--- src/rtl/ysyx_22040125_ifu_fetch_if.sv ---
// Fetch-stage bus bundle: instruction-memory request/response, decoder
// channel, redirect input and delivered-instruction counter.
interface ysyx_22040125_ifu_fetch_if #(
   parameter int ADDR_W = 64
);
   logic              imem_req_valid;
   logic              imem_req_ready;
   logic [ADDR_W-1:0] imem_req_addr;
   logic              imem_rsp_valid;
   logic [31:0]       imem_rsp_data;
   logic              inst_valid;
   logic              inst_ready;
   logic [31:0]       inst;
   logic [ADDR_W-1:0] inst_pc;
   logic              redirect_valid;
   logic [ADDR_W-1:0] redirect_pc;
   logic [63:0]       fetch_count;

   modport master (
      output imem_req_valid, imem_req_addr, inst_valid, inst, inst_pc, fetch_count,
      input  imem_req_ready, imem_rsp_valid, imem_rsp_data, inst_ready,
             redirect_valid, redirect_pc
   );

   modport slave (
      input  imem_req_valid, imem_req_addr, inst_valid, inst, inst_pc, fetch_count,
      output imem_req_ready, imem_rsp_valid, imem_rsp_data, inst_ready,
             redirect_valid, redirect_pc
   );
endinterface

--- src/rtl/ysyx_22040125_ifu_fetch.sv ---
// Instruction fetch stage: owns the PC, keeps one memory read in flight,
// buffers the returned word for the decoder and squashes stale fetches on redirect.
module ysyx_22040125_ifu_fetch #(
   parameter int                ADDR_W   = 64,
   parameter logic [ADDR_W-1:0] RESET_PC = 64'h0000_0000_8000_0000
) (
   input logic                         clk,
   input logic                         rst,
   ysyx_22040125_ifu_fetch_if.master   bus
);
   typedef enum logic [2:0] {
      ST_IDLE,
      ST_REQ,
      ST_WAIT,
      ST_DROP,
      ST_HOLD
   } state_t;

   state_t            state, state_nxt;
   logic [ADDR_W-1:0] pc, pc_nxt;
   logic [ADDR_W-1:0] inst_pc_q, inst_pc_nxt;
   logic [31:0]       inst_q, inst_nxt;
   logic [63:0]       cnt, cnt_nxt;
   logic [ADDR_W-1:0] redir_tgt;

   assign redir_tgt          = {bus.redirect_pc[ADDR_W-1:2], 2'b00};
   assign bus.imem_req_valid = (state == ST_REQ);
   assign bus.imem_req_addr  = pc;
   assign bus.inst_valid     = (state == ST_HOLD);
   assign bus.inst           = inst_q;
   assign bus.inst_pc        = inst_pc_q;
   assign bus.fetch_count    = cnt;

   always_ff @(posedge clk or posedge rst) begin
      if (rst) begin
         state     <= ST_IDLE;
         pc        <= RESET_PC;
         inst_q    <= '0;
         inst_pc_q <= '0;
         cnt       <= '0;
      end else begin
         state     <= state_nxt;
         pc        <= pc_nxt;
         inst_q    <= inst_nxt;
         inst_pc_q <= inst_pc_nxt;
         cnt       <= cnt_nxt;
      end
   end

   // A redirect while a request is outstanding parks in DROP until its response drains.
   always_comb begin
      state_nxt   = state;
      pc_nxt      = pc;
      inst_nxt    = inst_q;
      inst_pc_nxt = inst_pc_q;
      cnt_nxt     = cnt;
      case (state)
         ST_IDLE: begin
            state_nxt = ST_REQ;
            if (bus.redirect_valid) pc_nxt = redir_tgt;
         end
         ST_REQ: begin
            if (bus.imem_req_ready && bus.redirect_valid) begin
               pc_nxt    = redir_tgt;
               state_nxt = ST_DROP;
            end else if (bus.redirect_valid) begin
               pc_nxt = redir_tgt;
            end else if (bus.imem_req_ready) begin
               state_nxt = ST_WAIT;
            end
         end
         ST_WAIT: begin
            if (bus.imem_rsp_valid && bus.redirect_valid) begin
               pc_nxt    = redir_tgt;
               state_nxt = ST_REQ;
            end else if (bus.redirect_valid) begin
               pc_nxt    = redir_tgt;
               state_nxt = ST_DROP;
            end else if (bus.imem_rsp_valid) begin
               inst_nxt    = bus.imem_rsp_data;
               inst_pc_nxt = pc;
               state_nxt   = ST_HOLD;
            end
         end
         ST_DROP: begin
            if (bus.redirect_valid) pc_nxt = redir_tgt;
            if (bus.imem_rsp_valid) state_nxt = ST_REQ;
         end
         ST_HOLD: begin
            if (bus.inst_ready) cnt_nxt = cnt + 64'd1;
            if (bus.redirect_valid) begin
               pc_nxt    = redir_tgt;
               state_nxt = ST_REQ;
            end else if (bus.inst_ready) begin
               pc_nxt    = pc + ADDR_W'(4);
               state_nxt = ST_REQ;
            end
         end
         default: state_nxt = ST_IDLE;
      endcase
   end
endmodule

--- src/flat_wrapper.sv ---
// flat-port wrapper written by rule: the top's interface ports become plain ports
module ysyx_22040125_ifu_fetch_flat 
#(
   parameter int                ADDR_W   = 64,
   parameter logic [ADDR_W-1:0] RESET_PC = 64'h0000_0000_8000_0000
)
  (clk, rst, bus_imem_req_valid, bus_imem_req_addr, bus_inst_valid, bus_inst, bus_inst_pc, bus_fetch_count, bus_imem_req_ready, bus_imem_rsp_valid, bus_imem_rsp_data, bus_inst_ready, bus_redirect_valid, bus_redirect_pc);
  ysyx_22040125_ifu_fetch_if #(.ADDR_W(ADDR_W)) bus_i ();
  input logic clk;
  input logic rst;
  output wire logic [$bits(bus_i.imem_req_valid)-1:0] bus_imem_req_valid;
  output wire logic [$bits(bus_i.imem_req_addr)-1:0] bus_imem_req_addr;
  output wire logic [$bits(bus_i.inst_valid)-1:0] bus_inst_valid;
  output wire logic [$bits(bus_i.inst)-1:0] bus_inst;
  output wire logic [$bits(bus_i.inst_pc)-1:0] bus_inst_pc;
  output wire logic [$bits(bus_i.fetch_count)-1:0] bus_fetch_count;
  input wire logic [$bits(bus_i.imem_req_ready)-1:0] bus_imem_req_ready;
  input wire logic [$bits(bus_i.imem_rsp_valid)-1:0] bus_imem_rsp_valid;
  input wire logic [$bits(bus_i.imem_rsp_data)-1:0] bus_imem_rsp_data;
  input wire logic [$bits(bus_i.inst_ready)-1:0] bus_inst_ready;
  input wire logic [$bits(bus_i.redirect_valid)-1:0] bus_redirect_valid;
  input wire logic [$bits(bus_i.redirect_pc)-1:0] bus_redirect_pc;
  assign bus_imem_req_valid = bus_i.imem_req_valid;
  assign bus_imem_req_addr = bus_i.imem_req_addr;
  assign bus_inst_valid = bus_i.inst_valid;
  assign bus_inst = bus_i.inst;
  assign bus_inst_pc = bus_i.inst_pc;
  assign bus_fetch_count = bus_i.fetch_count;
  assign bus_i.imem_req_ready = bus_imem_req_ready;
  assign bus_i.imem_rsp_valid = bus_imem_rsp_valid;
  assign bus_i.imem_rsp_data = bus_imem_rsp_data;
  assign bus_i.inst_ready = bus_inst_ready;
  assign bus_i.redirect_valid = bus_redirect_valid;
  assign bus_i.redirect_pc = bus_redirect_pc;
  ysyx_22040125_ifu_fetch #(.ADDR_W(ADDR_W), .RESET_PC(RESET_PC)) u_core (.clk(clk), .rst(rst), .bus(bus_i));
endmodule
--- config.mk ---
export PLATFORM = sky130hd
export DESIGN_NAME = ysyx_22040125_ifu_fetch_flat
export DESIGN_NICKNAME = d
export VERILOG_FILES = /design/src/rtl/ysyx_22040125_ifu_fetch_if.sv /design/src/rtl/ysyx_22040125_ifu_fetch.sv /design/src/flat_wrapper.sv
export SDC_FILE = /design/constraint.sdc
export NUM_CORES = 1
export LEC_CHECK = 0
export CAP_MARGIN = 20
export CORE_MARGIN = 1
export CORE_UTILIZATION = 40
export CTS_CLUSTER_SIZE = 20
export DETAILED_ROUTE_END_ITERATION = 10
export PLACE_DENSITY = 0.81
export REMOVE_ABC_BUFFERS = 1
export SLEW_MARGIN = 20
export SYNTH_ARGS = -nofsm -noshare
export SYNTH_HDL_FRONTEND = slang
export SYNTH_SLANG_ARGS = --single-unit
export TNS_END_PERCENT = 1
--- constraint.sdc ---
create_clock -name clk -period 7.8 [get_ports clk]
set_input_delay 1.17 -clock clk [delete_from_list [all_inputs] [get_ports clk]]
set_output_delay 1.17 -clock clk [all_outputs]
set_load 0.03 [all_outputs]
Word level (Yosys, flattened, before mapping)
Cells that the tools add are included.
- eq/ne operators: 9
- shift-type cells: 0
- reduce and logical (&&, ||, !) cells: 9
- div/mod/pow operators: 0
- multiply operators: 0
- mux-type cells: 16
- order comparisons: 0
- $add $sub $neg: 2
- bitwise operators: 2
- operator list (kind ; number):
    $mux W64 ; 5
    $pmux W64 S4 ; 1
    $add A64 B1 Y64 const B ; 1
    $add A64 B3 Y64 const B ; 1
    $mux W3 ; 9
    $pmux W3 S5 ; 1
    $eq A3 B2 Y1 const B ; 2
    $ne A3 B1 Y1 const B ; 2
    $reduce_and A5 Y1 ; 1
    $ne A4 B3 Y1 const B ; 1
    $reduce_and A2 Y1 ; 2
    $reduce_and A4 Y1 ; 1
    $reduce_bool A4 Y1 ; 1
    $eq A3 B1 Y1 const B ; 1
    $eq A3 B3 Y1 const B ; 1
    $logic_not A3 Y1 ; 1
    $ne A3 B2 Y1 const B ; 1
    $logic_and A1 B1 Y1 ; 2
    $ne A2 B2 Y1 const B ; 1
    $not A1 Y1 ; 2
    $reduce_or A2 Y1 ; 1
- logic and storage cells: 43
- memory bits (read-only): 0
- register bits: 227
- output and inout bits: 226
- bits of input ports: 102
- memory bits (writable): 0
- memories: 0
- bits in latches: 0

Depth between registers and ports, before layout
Gate-level depths: netlist of the first run.
- depth after elaboration: 4
- mapped depth: 8
- depth with buffers taken out: 6

Worst setup path before layout of the first run
OpenSTA, ideal clock, no wires.
- path kind: input-to-reg
- from: input bus_redirect_valid
- to: register u_core.inst_q[10], in the netlist u_core.bus.inst[10]
- stages: 5
- setup time: 0.125 ns
- slack: 4.905 ns
- data required time: 7.675 ns
- arrival time: 2.771 ns
- buffers on the path: 3
- path through: clkbuf_1 > nor4_2 > clkbuf_1 > buf_2 > mux2_2
- cells in the longest elaborated chain, start to end: 3
- elaborated cells between the ends (all ways): 4
- those cells by class: bitwise (2); reduce/logical (2)
- RTL lines (what ; RTL line ; text):
    start, declared ; flat_wrapper.sv:21 ; input wire logic [$bits(bus_i.redirect_valid)-1:0] bus_redirect_valid;
    $logic_and A1 B1 Y1 ; ysyx_22040125_ifu_fetch.sv:73 ; if (bus.imem_rsp_valid && bus.redirect_valid) begin
    $not A1 Y1 (no line) ; -- ;
    $reduce_and A4 Y1 (no line) (*) ; -- ;
    end signal, assigned ; ysyx_22040125_ifu_fetch.sv:44 ; inst_q <= inst_nxt;
    end, declared ; ysyx_22040125_ifu_fetch.sv:22 ; logic [31:0] inst_q, inst_nxt;
Every way passes the cells marked *; elsewhere a longest branch is shown, timed or not.
A chain may end at the register's enable or synchronous reset.

Worst setup path after layout of the first run
- from: register u_core.state[2]
- to: output bus_inst_valid
- cells in the longest elaborated chain, start to end: 1
- RTL lines (what ; RTL line ; text):
    start, declared ; ysyx_22040125_ifu_fetch.sv:19 ; state_t state, state_nxt;
    start signal, assigned ; ysyx_22040125_ifu_fetch.sv:42 ; state <= state_nxt;
    $eq A3 B3 Y1 ; ysyx_22040125_ifu_fetch.sv:29 ; assign bus.inst_valid = (state == ST_HOLD);
    end, declared ; flat_wrapper.sv:13 ; output wire logic [$bits(bus_i.inst_valid)-1:0] bus_inst_valid;
Every way passes these cells.

==> qor.json, run 1 <==
{
  "avgViaCountPerCell": {"value": 5.86},
  "rows": {"value": 61},
  "antenna_found_initial": {"value": 2},
  "yosys-top-cells-area": {"value": "sky130_fd_sc_hd__dfrtp_1 (49%), sky130_fd_sc_hd__mux2_2 (9.5%), sky130_fd_sc_hd__xnor2_1 (3.6%), sky130_fd_sc_hd__nand4_1 (3.4%), sky130_fd_sc_hd__nand3_1 (3.3%)"},
  "die_w": {"value": 171, "unit": "um"},
  "finish.cell_count_without_fillers": {"value": 1786},
  "numCtsBuffers": {"value": 25},
  "total_die_area": {"value": 29300, "unit": "sq um"},
  "maxCapViolations": {"value": 0},
  "p_sw_share": {"value": 36.4, "unit": "%"},
  "criticalPathCategory": {"value": "reg2out"},
  "timing.reg2reg.worst_path_depth": {"value": 5},
  "grt_max_degree": {"value": 132},
  "final.setup.tns": {"value": 0, "unit": "ps"},
  "core": {"value": 27900, "unit": "sq um"},
  "final_wirelength": {"value": 36.6, "unit": "mm"},
  "synth-edff-count": {"value": 0},
  "yosysMostFrequentCell": {"value": "sky130_fd_sc_hd__dfrtp_1"},
  "io-pin-count": {"value": 328},
  "layout-drive-gt1-share": {"value": 12.7, "unit": "%"},
  "placement.io_buffers": {"value": 325},
  "run_status": {"value": "completed"},
  "postSynth.asyncResetShare": {"value": 100, "unit": "%"},
  "post-route-util": {"value": 56.9, "unit": "%"},
  "slew_headroom": {"value": 33.0, "unit": "%"},
  "clkTransAtPathRegs": {"value": 60, "unit": "ps"},
  "synth_area_leader": {"value": "sky130_fd_sc_hd__dfrtp_1"},
  "syn_area": {"value": 11400, "unit": "sq um"},
  "data_required_time_of_the_worst_path": {"value": 6630, "unit": "ps"},
  "post-cts-setup-buffer-count": {"value": 0},
  "hpwl_reported_at_the_end_of_detailed_placement": {"value": 25.6, "unit": "mm"},
  "clock_power_share": {"value": 26.9, "unit": "%"},
  "grt_pass1_wl": {"value": 56.3, "unit": "mm"},
  "final_hold_viol_count": {"value": 0},
  "average_wire_per_standard_cell": {"value": 20.5, "unit": "um"},
  "finalSetupViolations": {"value": 0},
  "synth.top_cells.by_count": {"value": "sky130_fd_sc_hd__dfrtp_1 (226), sky130_fd_sc_hd__mux2_2 (97), sky130_fd_sc_hd__nand2_1 (80)"},
  "crit_path_cell_trace": {"value": "or3b_1, inv_1, clkdlybuf4s50_1"},
  "power-per-cell-area": {"value": 304, "unit": "nW/um^2"},
  "start_kind": {"value": "flip-flop"},
  "launch_point_of_the_worst_path": {"value": "u_core.state[2]$_DFFE_PP0P_"},
  "htree_num_levels": {"value": 1},
  "finalPower": {"value": 4840, "unit": "uW"},
  "clock_sink_count": {"value": 227},
  "cts.path.max_buffers": {"value": 3},
  "tritoncts": {"value": "yes"},
  "p_leak": {"value": 0.00644, "unit": "uW"},
  "tightest_slew": {"value": 1000, "unit": "ps"},
  "whs": {"value": 491, "unit": "ps"},
  "total_overflow_reported_by_the_global_router": {"value": 0},
  "cts_resized": {"value": 0},
  "floorplan.die.height": {"value": 171, "unit": "um"},
  "endpoint_kind": {"value": "output pin"},
  "detailedRoute.firstPassIterationCount": {"value": 7},
  "worst_path_dominant_cell_family": {"value": "buffers and inverters"},
  "first_iter_violations": {"value": 1046},
  "post_synth.cell_area_avg": {"value": 10.5, "unit": "sq um"},
  "crit_path_max_fanout": {"value": 15},
  "dominantRegCellSynth": {"value": "sky130_fd_sc_hd__dfrtp_1"},
  "dr_total_vias": {"value": 10500},
  "gp_routability_congestion": {"value": 0.904},
  "worst-endpoint-arrival": {"value": 3170, "unit": "ps"},
  "syn-instance-count": {"value": 1091},
  "critical_path.reg2reg.startpoint": {"value": "u_core.state[2]$_DFFE_PP0P_"},
  "reg2reg_setup_slack": {"value": 4580, "unit": "ps"},
  "fin_crit_sh": {"value": 55.6, "unit": "%"},
  "ant_nets": {"value": 0},
  "synth-seq-area-share": {"value": 49.6, "unit": "%"},
  "clk_latency": {"value": 550, "unit": "ps"},
  "max_freq": {"value": 0.231, "unit": "GHz"},
  "first_global_vias": {"value": 10100},
  "clock-root-buffer": {"value": "sky130_fd_sc_hd__clkbuf_16"},
  "area_growth_syn_to_layout": {"value": 38.9, "unit": "%"},
  "wp_buf_inv": {"value": 2},
  "cell_internal_pwr": {"value": 3070, "unit": "uW"},
  "worst_path_largest_cell_delay": {"value": 810, "unit": "ps"},
  "critical_path.slowest_cell": {"value": "sky130_fd_sc_hd__clkdlybuf4s50_1"},
  "yosysWarningCount": {"value": 0},
  "synth.lib_cells_used.distinct": {"value": 78},
  "critical_path.reg2reg.endpoint": {"value": "u_core.bus.imem_req_addr[40]$_DFFE_PP0P_"},
  "power_frac_seq": {"value": 35.9, "unit": "%"},
  "initial_utilization": {"value": 41.0, "unit": "%"},
  "yosys.area.top_type_share": {"value": 49.4, "unit": "%"},
  "hp-class": {"value": "reg2reg"},
  "fin_nets": {"value": 1491},
  "switching_power": {"value": 1760, "unit": "uW"},
  "critical_path_cell_count": {"value": 3},
  "irDropWorstVdd": {"value": 0.000199, "unit": "V"},
  "worstSetupEndpoint": {"value": "bus_inst_valid"},
  "combPwrFrac": {"value": 37.2, "unit": "%"},
  "final-max-slew-violation-count": {"value": 0},
  "layout_min_cycle_time": {"value": 4340, "unit": "ps"},
  "clock_skew": {"value": 41.5, "unit": "ps"},
  "post-place-cells": {"value": 1738},
  "drc": {"value": 0},
  "hold_buffers": {"value": 0},
  "synth.ff_latch_count": {"value": 227},
  "rsz0062_at_grt": {"value": "no"},
  "globalRouteTotalUtil": {"value": 24.5, "unit": "%"}
}
==> layout make-up <==
class | instances | area [sq um]
Fill cell | 2384 | 12000
Sequential cell | 227 | 5680
Multi-Input combinational cell | 777 | 5430
Timing Repair Buffer | 335 | 3320
Clock buffer | 33 | 696
Tap cell | 378 | 473
Clock inverter | 13 | 201
Inverter | 21 | 86.3
Antenna cell | 2 | 5.00
==> logic make-up after synthesis <==
| family | synth area share [%] |
|---|---|
| and+or+nand+nor | 21.5 |
| DFF | 49.6 |
| AOI/OAI and AO/OA | 10.0 |
| muxes | 10.7 |
| buffers and inverters | 3.14 |
| xor gates and xnor gates | 4.82 |
| adders and majority gates | 0.219 |
==> worst reg2reg max path, cell delays in order (launching register included) <==
cell and delay [ps]:
sky130_fd_sc_hd__dfrtp_1 640, sky130_fd_sc_hd__or3b_1 630, sky130_fd_sc_hd__nor4_4 850, sky130_fd_sc_hd__nand3_1 400, sky130_fd_sc_hd__o41ai_1 490, sky130_fd_sc_hd__a21oi_1 80
==> cell usage in the layout (no fill, tap or decap), types with 5 or more instances in the layout <==
master / count
sky130_fd_sc_hd__a311o_1: 6
sky130_fd_sc_hd__or3_1: 17
sky130_fd_sc_hd__or4_1: 6
sky130_fd_sc_hd__nand2_1: 80
sky130_fd_sc_hd__xnor2_1: 47
sky130_fd_sc_hd__and2_1: 14
sky130_fd_sc_hd__clkinv_2: 5
sky130_fd_sc_hd__inv_1: 19
sky130_fd_sc_hd__nor3_1: 38
sky130_fd_sc_hd__clkdlybuf4s50_1: 324
sky130_fd_sc_hd__nor3_2: 6
sky130_fd_sc_hd__clkbuf_16: 25
sky130_fd_sc_hd__bufinv_16: 5
sky130_fd_sc_hd__o31ai_1: 6
sky130_fd_sc_hd__and4_1: 18
sky130_fd_sc_hd__nand3_1: 75
sky130_fd_sc_hd__buf_4: 10
sky130_fd_sc_hd__dfrtp_1: 226
sky130_fd_sc_hd__a21oi_1: 31
sky130_fd_sc_hd__nor2_1: 50
sky130_fd_sc_hd__o22ai_1: 31
sky130_fd_sc_hd__o21ai_0: 19
sky130_fd_sc_hd__xor2_1: 16
sky130_fd_sc_hd__and3_1: 28
sky130_fd_sc_hd__o211ai_1: 7
sky130_fd_sc_hd__nand4_1: 62
sky130_fd_sc_hd__a211oi_1: 8
sky130_fd_sc_hd__nor4_1: 13
sky130_fd_sc_hd__mux2i_1: 13
sky130_fd_sc_hd__mux2_2: 97
==> sequential cells by signal, indices dropped and copies added, names as in the netlist <==
register,flops
u_core.bus.fetch_count,64
u_core.bus.imem_req_addr,64
u_core.bus.inst,32
u_core.bus.inst_pc,64
u_core.state,3
==> power by group through the flow <==
stage          logic (uW)  registers (uW)  clock network [uW]
4_1_cts              1810            1730                1320
5_1_grt              1890            1780                1370
2_1_floorplan         453            2270                   0
6_report             1800            1740                1300
3_3_place_gp         1780            1730                   0
3_5_place_dp         1800            1750                   0
==> worst min path at each step <==
stage,start,end,cells after the start
2_1_floorplan,u_core.state[2]$_DFFE_PP0P_,u_core.state[1]$_DFFE_PP0P_,1
3_3_place_gp,u_core.bus.fetch_count[63]$_DFFE_PP0P_,u_core.bus.fetch_count[63]$_DFFE_PP0P_,1
3_5_place_dp,u_core.bus.fetch_count[6]$_DFFE_PP0P_,u_core.bus.fetch_count[6]$_DFFE_PP0P_,1
4_1_cts,u_core.bus.fetch_count[6]$_DFFE_PP0P_,u_core.bus.fetch_count[6]$_DFFE_PP0P_,1
5_1_grt,u_core.bus.fetch_count[51]$_DFFE_PP0P_,u_core.bus.fetch_count[51]$_DFFE_PP0P_,1
6_report,u_core.bus.fetch_count[6]$_DFFE_PP0P_,u_core.bus.fetch_count[6]$_DFFE_PP0P_,1
==> per-stage QoR <==
stage	instance area [sq um]	setup WS (ps)
2_1_floorplan	11200	412
3_3_place_gp	15000	3940
3_5_place_dp	15000	3920
4_1_cts	15900	3530
5_1_grt	15900	3420
6_report	15900	3460
==> metal layers <==
layer / up-vias / wire length (um) / track usage (%) / part of all wire [%]
met1: 5098 / 14700 / 31.7 / 40
met3: 102 / 3670 / 6.19 / 10
li1: 4686 / - / - / -
met2: 573 / 16700 / 38.7 / 46
met4: 0 / 1530 / 10.7 / 4.2
met5: - / 0 / 0 / 0
(Power assumes the default switching activity.)
==> run 2, diff against run 1 <==
Clock period 7.8 ns to 3.85 ns, I/O delays scaled along.
==> run 2 against run 1 <==
  * First-iteration DRC count down 5.9%
  * Die area is the same
  * Final cell count grew 0.84%
  * Clock-buffer cell count increased by 2
  * Largest power group unchanged
  * Final area up 0.51%
  * Critical path depth unchanged
  * Sequential power increased by 100%
  * Setup slack got worse by 3300 ps
  * Via count is 0.49% higher
  * Critical endpoint unchanged
==> qor.json, run 2 (synthesized netlist as in run 1, its figures left out) <==
{
  "finalSetupViolations": {"value": 0, "change": "unchanged"},
  "total_overflow_reported_by_the_global_router": {"value": 0, "change": "unchanged"},
  "mostFrequentLayoutCells": {"value": "sky130_fd_sc_hd__clkdlybuf4s50_1 (324), sky130_fd_sc_hd__dfrtp_1 (226), sky130_fd_sc_hd__mux2_2 (97), sky130_fd_sc_hd__nand2_1 (80), sky130_fd_sc_hd__nand3_1 (75)", "change": "unchanged"},
  "hold_buffers": {"value": 0, "change": "unchanged"},
  "met3WireLength": {"value": 3.68, "unit": "mm", "change": "was 3.67 mm"},
  "clock_sink_count": {"value": 227, "change": "unchanged"},
  "start_kind": {"value": "flip-flop", "change": "unchanged"},
  "total_die_area": {"value": 29300, "unit": "sq um", "change": "unchanged"},
  "htree_num_levels": {"value": 1, "change": "unchanged"},
  "data_required_time_of_the_worst_path": {"value": 3270, "unit": "ps", "change": "was 6630 ps"},
  "final_hold_viol_count": {"value": 0, "change": "unchanged"},
  "placement.io_buffers": {"value": 325, "change": "unchanged"},
  "post-route-util": {"value": 57.2, "unit": "%", "change": "was 56.9%"},
  "layout_min_cycle_time": {"value": 3710, "unit": "ps"},
  "highest_layer_used_for_signal_routing": {"value": "met4", "change": "unchanged"},
  "area_growth_syn_to_layout": {"value": 39.6, "unit": "%", "change": "was 38.9%"},
  "average_wire_per_standard_cell": {"value": 20.2, "unit": "um", "change": "was 20.5 um"},
  "p_sw_share": {"value": 37.2, "unit": "%", "change": "was 36.4%"},
  "slew_headroom": {"value": 44.2, "unit": "%", "change": "was 33.0%"},
  "antenna_found_initial": {"value": 3, "change": "was 2"},
  "floorplan.die.height": {"value": 171, "unit": "um", "change": "unchanged"},
  "p_leak": {"value": 0.00650, "unit": "uW", "change": "was 0.00644 uW"},
  "route.layer.met1.wl": {"value": 14.5, "unit": "mm", "change": "was 14.7 mm"},
  "grt_max_degree": {"value": 105, "change": "was 132"},
  "max_freq": {"value": 0.270, "unit": "GHz"},
  "filler_cell_count": {"value": 2404, "change": "was 2384"},
  "combPwrFrac": {"value": 38.6, "unit": "%", "change": "was 37.2%"},
  "power-per-cell-area": {"value": 596, "unit": "nW/um^2", "change": "was 304 nW/um^2"},
  "gp_routability_congestion": {"value": 0.928, "change": "was 0.904"},
  "met2RoutedLength": {"value": 16.9, "unit": "mm", "change": "was 16.7 mm"},
  "hp-class": {"value": "reg2reg", "change": "unchanged"},
  "clkTransAtPathRegs": {"value": 60, "unit": "ps", "change": "about the same"},
  "area_used_by_multi_input_combinational_logic": {"value": 5430, "unit": "sq um", "change": "unchanged"},
  "rsz0062_at_grt": {"value": "no", "change": "unchanged"},
  "tightest_slew": {"value": 829, "unit": "ps", "change": "was 1000 ps"},
  "detailedRoute.firstPassIterationCount": {"value": 7, "change": "unchanged"},
  "reg2reg_setup_slack": {"value": 730, "unit": "ps", "change": "was 4580 ps"},
  "tritoncts": {"value": "yes", "change": "unchanged"},
  "timing.hold.worst_path_depth": {"value": 1, "change": "unchanged"},
  "timing.reg2reg.worst_path_depth": {"value": 6, "change": "was 5"},
  "core": {"value": 27900, "unit": "sq um", "change": "unchanged"},
  "final-max-slew-violation-count": {"value": 0, "change": "unchanged"},
  "initial_utilization": {"value": 41.0, "unit": "%", "change": "unchanged"},
  "first_iter_violations": {"value": 984, "change": "was 1046"},
  "layout-drive-gt1-share": {"value": 13.6, "unit": "%", "change": "was 12.7%"},
  "maxCapViolations": {"value": 0, "change": "unchanged"},
  "die_w": {"value": 171, "unit": "um", "change": "unchanged"},
  "run_status": {"value": "completed", "change": "unchanged"},
  "irDropWorstVdd": {"value": 0.000363, "unit": "V", "change": "was 0.000199 V"},
  "fin_crit_sh": {"value": 96.4, "unit": "%"},
  "drc": {"value": 0, "change": "unchanged"},
  "rows": {"value": 61, "change": "unchanged"},
  "grt_pass1_wl": {"value": 56.3, "unit": "mm", "change": "about the same"},
  "power_frac_seq": {"value": 36.8, "unit": "%", "change": "was 35.9%"},
  "clock_skew": {"value": 32.6, "unit": "ps", "change": "was 41.5 ps"},
  "cts_resized": {"value": 0, "change": "unchanged"},
  "numCtsBuffers": {"value": 27, "change": "was 25"},
  "dr_total_vias": {"value": 10500, "change": "about the same"},
  "worst-endpoint-arrival": {"value": 3130, "unit": "ps", "change": "was 3170 ps"},
  "avgViaCountPerCell": {"value": 5.84, "change": "was 5.86"},
  "hpwl_reported_at_the_end_of_detailed_placement": {"value": 26.1, "unit": "mm", "change": "was 25.6 mm"},
  "clk_latency": {"value": 550, "unit": "ps", "change": "about the same"},
  "final.setup.tns": {"value": 0, "unit": "ps", "change": "unchanged"},
  "final_wirelength": {"value": 36.4, "unit": "mm", "change": "was 36.6 mm"},
  "post-cts-setup-buffer-count": {"value": 0, "change": "unchanged"},
  "first_global_vias": {"value": 10100, "change": "about the same"},
  "io-pin-count": {"value": 328, "change": "unchanged"},
  "criticalPathCategory": {"value": "reg2out", "change": "unchanged"},
  "mostFrequentLayoutCell": {"value": "sky130_fd_sc_hd__clkdlybuf4s50_1", "change": "unchanged"},
  "fin_nets": {"value": 1509, "change": "was 1491"},
  "endpoint_kind": {"value": "output pin", "change": "unchanged"},
  "cell_internal_pwr": {"value": 5980, "unit": "uW", "change": "was 3070 uW"},
  "switching_power": {"value": 3540, "unit": "uW", "change": "was 1760 uW"},
  "globalRouteTotalUtil": {"value": 24.4, "unit": "%", "change": "was 24.5%"},
  "cts.path.max_buffers": {"value": 3, "change": "unchanged"},
  "ant_nets": {"value": 0, "change": "unchanged"},
  "clock_power_share": {"value": 24.6, "unit": "%", "change": "was 26.9%"},
  "clock-root-buffer": {"value": "sky130_fd_sc_hd__clkbuf_16", "change": "unchanged"},
  "register_area": {"value": 5680, "unit": "sq um", "change": "unchanged"},
  "crit_path_max_fanout": {"value": 15, "change": "unchanged"}
}
run 2: cell types whose count changed in the layout (fill, tap and decap cells not counted), sizes merged:
cell,previous run,this run
inv,21,20
bufinv,5,0
buf,11,27
clkinv,8,10
clkinvlp,0,1
clkbuf,33,35
run 2: metal layers:
metal	up-vias	track usage, %
met5	-	0
met4	0	9.67
met3	86	6.76
li1	4704	-
met1	5191	31.9
met2	529	38.3
run 2: through the flow:
| step | hold WS, ps | instances | instance area (sq um) | setup WS (ps) | power (uW) |
|---|---|---|---|---|---|
| finish | 479 | 1801 | 16000 | 140 | 9520 |
| global route | 500 | 1801 | 16000 | 46.9 | 9940 |
| CTS | 479 | 1799 | 16000 | 166 | 9590 |
| detailed placement | 471 | 1754 | 15200 | 769 | 7220 |
| global placement | 458 | 1754 | 15200 | 828 | 7130 |
| floorplan | 585 | 1025 | 11200 | -2950 | 5520 |
run 2: final timing paths:
kind                                                              from                                        to
worst max-delay path                       u_core.state[0]$_DFFE_PP0P_                            bus_inst_valid
worst min-delay path            u_core.bus.fetch_count[63]$_DFFE_PP0P_    u_core.bus.fetch_count[63]$_DFFE_PP0P_
worst max register to register             u_core.state[0]$_DFFE_PP0P_  u_core.bus.imem_req_addr[49]$_DFFE_PP0P_
worst min register to register  u_core.bus.fetch_count[63]$_DFFE_PP0P_    u_core.bus.fetch_count[63]$_DFFE_PP0P_
max in group asynchronous                                          rst  u_core.bus.imem_req_addr[31]$_DFFE_PP1P_
min in group asynchronous                                          rst            u_core.bus.inst[7]$_DFFE_PP0P_
run 2: final cells by class:
class | instances | share of cell area (%)
inverter | 21 | 0.540
timing repair buffer | 351 | 21.9
antenna | 2 | 0.0313
sequential | 227 | 35.6
multi-input combinational | 777 | 34.0
clock buffer | 35 | 4.60
clock inverter | 10 | 0.376
tap | 378 | 2.96
run 2: worst max-delay path: stages (launching register included):
cell,delay (ps)
sky130_fd_sc_hd__dfrtp_1,580
sky130_fd_sc_hd__or3b_1,670
sky130_fd_sc_hd__inv_1,530
sky130_fd_sc_hd__clkdlybuf4s50_1,810
run 2: power by group through the flow:
stage / Sequential (uW) / Combinational, uW / Clock (uW)
2_1_floorplan: 4600 / 917 / 0
3_3_place_gp: 3490 / 3640 / 0
4_1_cts: 3500 / 3700 / 2390
3_5_place_dp: 3540 / 3680 / 0
6_report: 3510 / 3680 / 2340
5_1_grt: 3590 / 3860 / 2490
==> run 3, diff against run 2 <==
Settings changed: CAP_MARGIN 20 to unset, SETUP_SLACK_MARGIN set to 0.4.
==> run 3 against run 2 <==
  * Clock power hardly changed
  * Clock-buffer cell count did not move
  * Sequential share of layout area about the same
  * Setup slack gained 390 ps
==> qor.json, run 3 (synthesized netlist as in run 1, its figures left out) <==
{
  "p_sw_share": {"value": 37.2, "unit": "%", "change": "about the same"},
  "total_overflow_reported_by_the_global_router": {"value": 0, "change": "unchanged"},
  "placement.io_buffers": {"value": 325, "change": "unchanged"},
  "finalPower": {"value": 9520, "unit": "uW", "change": "about the same"},
  "worst-endpoint-arrival": {"value": 2750, "unit": "ps", "change": "was 3130 ps"},
  "initial_utilization": {"value": 41.0, "unit": "%", "change": "unchanged"},
  "p_leak": {"value": 0.00649, "unit": "uW", "change": "was 0.00650 uW"},
  "first_global_vias": {"value": 10100, "change": "about the same"},
  "cts.path.max_buffers": {"value": 3, "change": "unchanged"},
  "hpwl_reported_at_the_end_of_detailed_placement": {"value": 26.1, "unit": "mm", "change": "unchanged"},
  "rsz0062_at_grt": {"value": "no", "change": "unchanged"},
  "gp_routability_congestion": {"value": 0.928, "change": "unchanged"},
  "crit_path_max_fanout": {"value": 15, "change": "unchanged"},
  "switching_power": {"value": 3540, "unit": "uW", "change": "about the same"},
  "first_iter_violations": {"value": 980, "change": "was 984"},
  "area_growth_syn_to_layout": {"value": 39.6, "unit": "%", "change": "about the same"},
  "timing.hold.worst_path_depth": {"value": 1, "change": "unchanged"},
  "power_frac_seq": {"value": 36.8, "unit": "%", "change": "about the same"},
  "final_hold_viol_count": {"value": 0, "change": "unchanged"},
  "core": {"value": 27900, "unit": "sq um", "change": "unchanged"},
  "htree_num_levels": {"value": 1, "change": "unchanged"},
  "clkTransAtPathRegs": {"value": 60, "unit": "ps", "change": "about the same"},
  "avgViaCountPerCell": {"value": 5.84, "change": "about the same"},
  "globalRouteTotalUtil": {"value": 24.4, "unit": "%", "change": "about the same"},
  "whs": {"value": 478, "unit": "ps", "change": "was 479 ps"},
  "grt_max_degree": {"value": 105, "change": "unchanged"},
  "final_wirelength": {"value": 36.4, "unit": "mm", "change": "about the same"},
  "fin_crit_sh": {"value": 86.3, "unit": "%", "change": "was 96.4%"},
  "finish.cell_count_without_fillers": {"value": 1801, "change": "unchanged"},
  "tritoncts": {"value": "yes", "change": "unchanged"},
  "antenna_found_initial": {"value": 3, "change": "unchanged"},
  "cell_internal_pwr": {"value": 5980, "unit": "uW", "change": "about the same"},
  "hp-class": {"value": "reg2reg", "change": "unchanged"},
  "layout_min_cycle_time": {"value": 3320, "unit": "ps", "change": "was 3710 ps"},
  "tightest_slew": {"value": 898, "unit": "ps", "change": "was 829 ps"},
  "power-per-cell-area": {"value": 596, "unit": "nW/um^2", "change": "about the same"},
  "timing.reg2reg.worst_path_depth": {"value": 6, "change": "unchanged"},
  "finalSetupViolations": {"value": 0, "change": "unchanged"},
  "combPwrFrac": {"value": 38.6, "unit": "%", "change": "about the same"},
  "total_die_area": {"value": 29300, "unit": "sq um", "change": "unchanged"},
  "fin_nets": {"value": 1509, "change": "unchanged"},
  "io-pin-count": {"value": 328, "change": "unchanged"},
  "clock-root-buffer": {"value": "sky130_fd_sc_hd__clkbuf_16", "change": "unchanged"},
  "floorplan.die.height": {"value": 171, "unit": "um", "change": "unchanged"},
  "post-route-util": {"value": 57.2, "unit": "%", "change": "about the same"},
  "filler_cell_count": {"value": 2402, "change": "was 2404"},
  "clock_sink_count": {"value": 227, "change": "unchanged"},
  "data_required_time_of_the_worst_path": {"value": 3270, "unit": "ps", "change": "about the same"},
  "rows": {"value": 61, "change": "unchanged"},
  "final-max-slew-violation-count": {"value": 0, "change": "unchanged"},
  "maxCapViolations": {"value": 0, "change": "unchanged"},
  "hold_buffers": {"value": 0, "change": "unchanged"},
  "post-place-cells": {"value": 1754, "change": "unchanged"},
  "mostFrequentLayoutCell": {"value": "sky130_fd_sc_hd__clkdlybuf4s50_1", "change": "unchanged"},
  "clock_power_share": {"value": 24.5, "unit": "%", "change": "was 24.6%"},
  "average_wire_per_standard_cell": {"value": 20.2, "unit": "um", "change": "about the same"},
  "mostFrequentLayoutCells": {"value": "sky130_fd_sc_hd__clkdlybuf4s50_1 (324), sky130_fd_sc_hd__dfrtp_1 (226), sky130_fd_sc_hd__mux2_2 (97), sky130_fd_sc_hd__nand2_1 (80), sky130_fd_sc_hd__nand3_1 (75)", "change": "unchanged"},
  "drc": {"value": 0, "change": "unchanged"},
  "start_kind": {"value": "flip-flop", "change": "unchanged"},
  "criticalPathCategory": {"value": "reg2out", "change": "unchanged"},
  "die_w": {"value": 171, "unit": "um", "change": "unchanged"},
  "numCtsBuffers": {"value": 27, "change": "unchanged"},
  "layout-drive-gt1-share": {"value": 13.7, "unit": "%", "change": "was 13.6%"},
  "grt_pass1_wl": {"value": 56.3, "unit": "mm", "change": "about the same"},
  "run_status": {"value": "completed", "change": "unchanged"},
  "ant_nets": {"value": 0, "change": "unchanged"},
  "endpoint_kind": {"value": "output pin", "change": "unchanged"},
  "max_freq": {"value": 0.301, "unit": "GHz", "change": "was 0.270 GHz"},
  "slew_headroom": {"value": 39.6, "unit": "%", "change": "was 44.2%"},
  "clk_latency": {"value": 550, "unit": "ps", "change": "about the same"},
  "dr_total_vias": {"value": 10500, "change": "about the same"},
  "irDropWorstVdd": {"value": 0.000363, "unit": "V", "change": "about the same"},
  "detailedRoute.firstPassIterationCount": {"value": 7, "change": "unchanged"},
  "clock_skew": {"value": 32.5, "unit": "ps", "change": "was 32.6 ps"}
}
[run 3: area by class of cell]
cell class / instances / area, sq um / area share [%]
flip-flops and latches: 227 / 5680 / 35.5
multi-input cells: 777 / 5430 / 34.0
repair buffers: 351 / 3510 / 21.9
clock buffers: 35 / 736 / 4.60
well taps: 378 / 473 / 2.96
inverters: 21 / 90.1 / 0.564
clock inverters: 10 / 60.1 / 0.376
diodes: 2 / 5.00 / 0.0313
[run 3: timing repair]
| item | CTS | global route |
|---|---|---|
| setup endpoints to repair | 1 | 0 |
| gates resized for setup | 2 | 0 |
| buffers inserted | 0 | 0 |
[run 3: worst paths after layout]
kind / start / slack, ps / to
max in group asynchronous: rst / 2420 / u_core.bus.imem_req_addr[31]$_DFFE_PP1P_
setup / recovery: u_core.state[0]$_DFFE_PP0P_ / 530 / bus_inst_valid
hold / removal: u_core.bus.fetch_count[63]$_DFFE_PP0P_ / 480 / u_core.bus.fetch_count[63]$_DFFE_PP0P_
min in group asynchronous: rst / 590 / u_core.bus.inst[27]$_DFFE_PP0P_
setup reg to reg: u_core.state[0]$_DFFE_PP0P_ / 1110 / u_core.bus.imem_req_addr[49]$_DFFE_PP0P_
hold reg to reg: u_core.bus.fetch_count[63]$_DFFE_PP0P_ / 480 / u_core.bus.fetch_count[63]$_DFFE_PP0P_
[run 3: power by group through the flow]
stage	Sequential (uW)	Clock (uW)	Combinational, uW
floorplan	4600	0	917
CTS	3500	2390	3700
global route	3590	2490	3860
detailed placement	3540	0	3680
finish	3510	2340	3680
global placement	3490	0	3640
[run 3: worst max-delay path: stages, from the launching register on]
cell,delay (ps)
sky130_fd_sc_hd__dfrtp_1,580
sky130_fd_sc_hd__or3b_4,580
sky130_fd_sc_hd__clkinvlp_4,290
sky130_fd_sc_hd__clkdlybuf4s50_1,750
[run 3: metal layers]
layer | part of all wire [%] | track usage, % | vias to the layer above
met5 | 0 | 0 | -
li1 | - | - | 4705
met4 | 3.4 | 9.67 | 0
met3 | 10 | 6.76 | 83
met1 | 40 | 31.9 | 5176
met2 | 46 | 38.3 | 545
[run 3: per-stage QoR]
step / worst slack, ps / instance area [sq um] / TNS [ps]
floorplan: -2950 / 11200 / -1032810
global placement: 828 / 15200 / 0
detailed placement: 769 / 15200 / 0
CTS: 517 / 16000 / 0
global route: 450 / 16000 / 0
finish: 526 / 16000 / 0
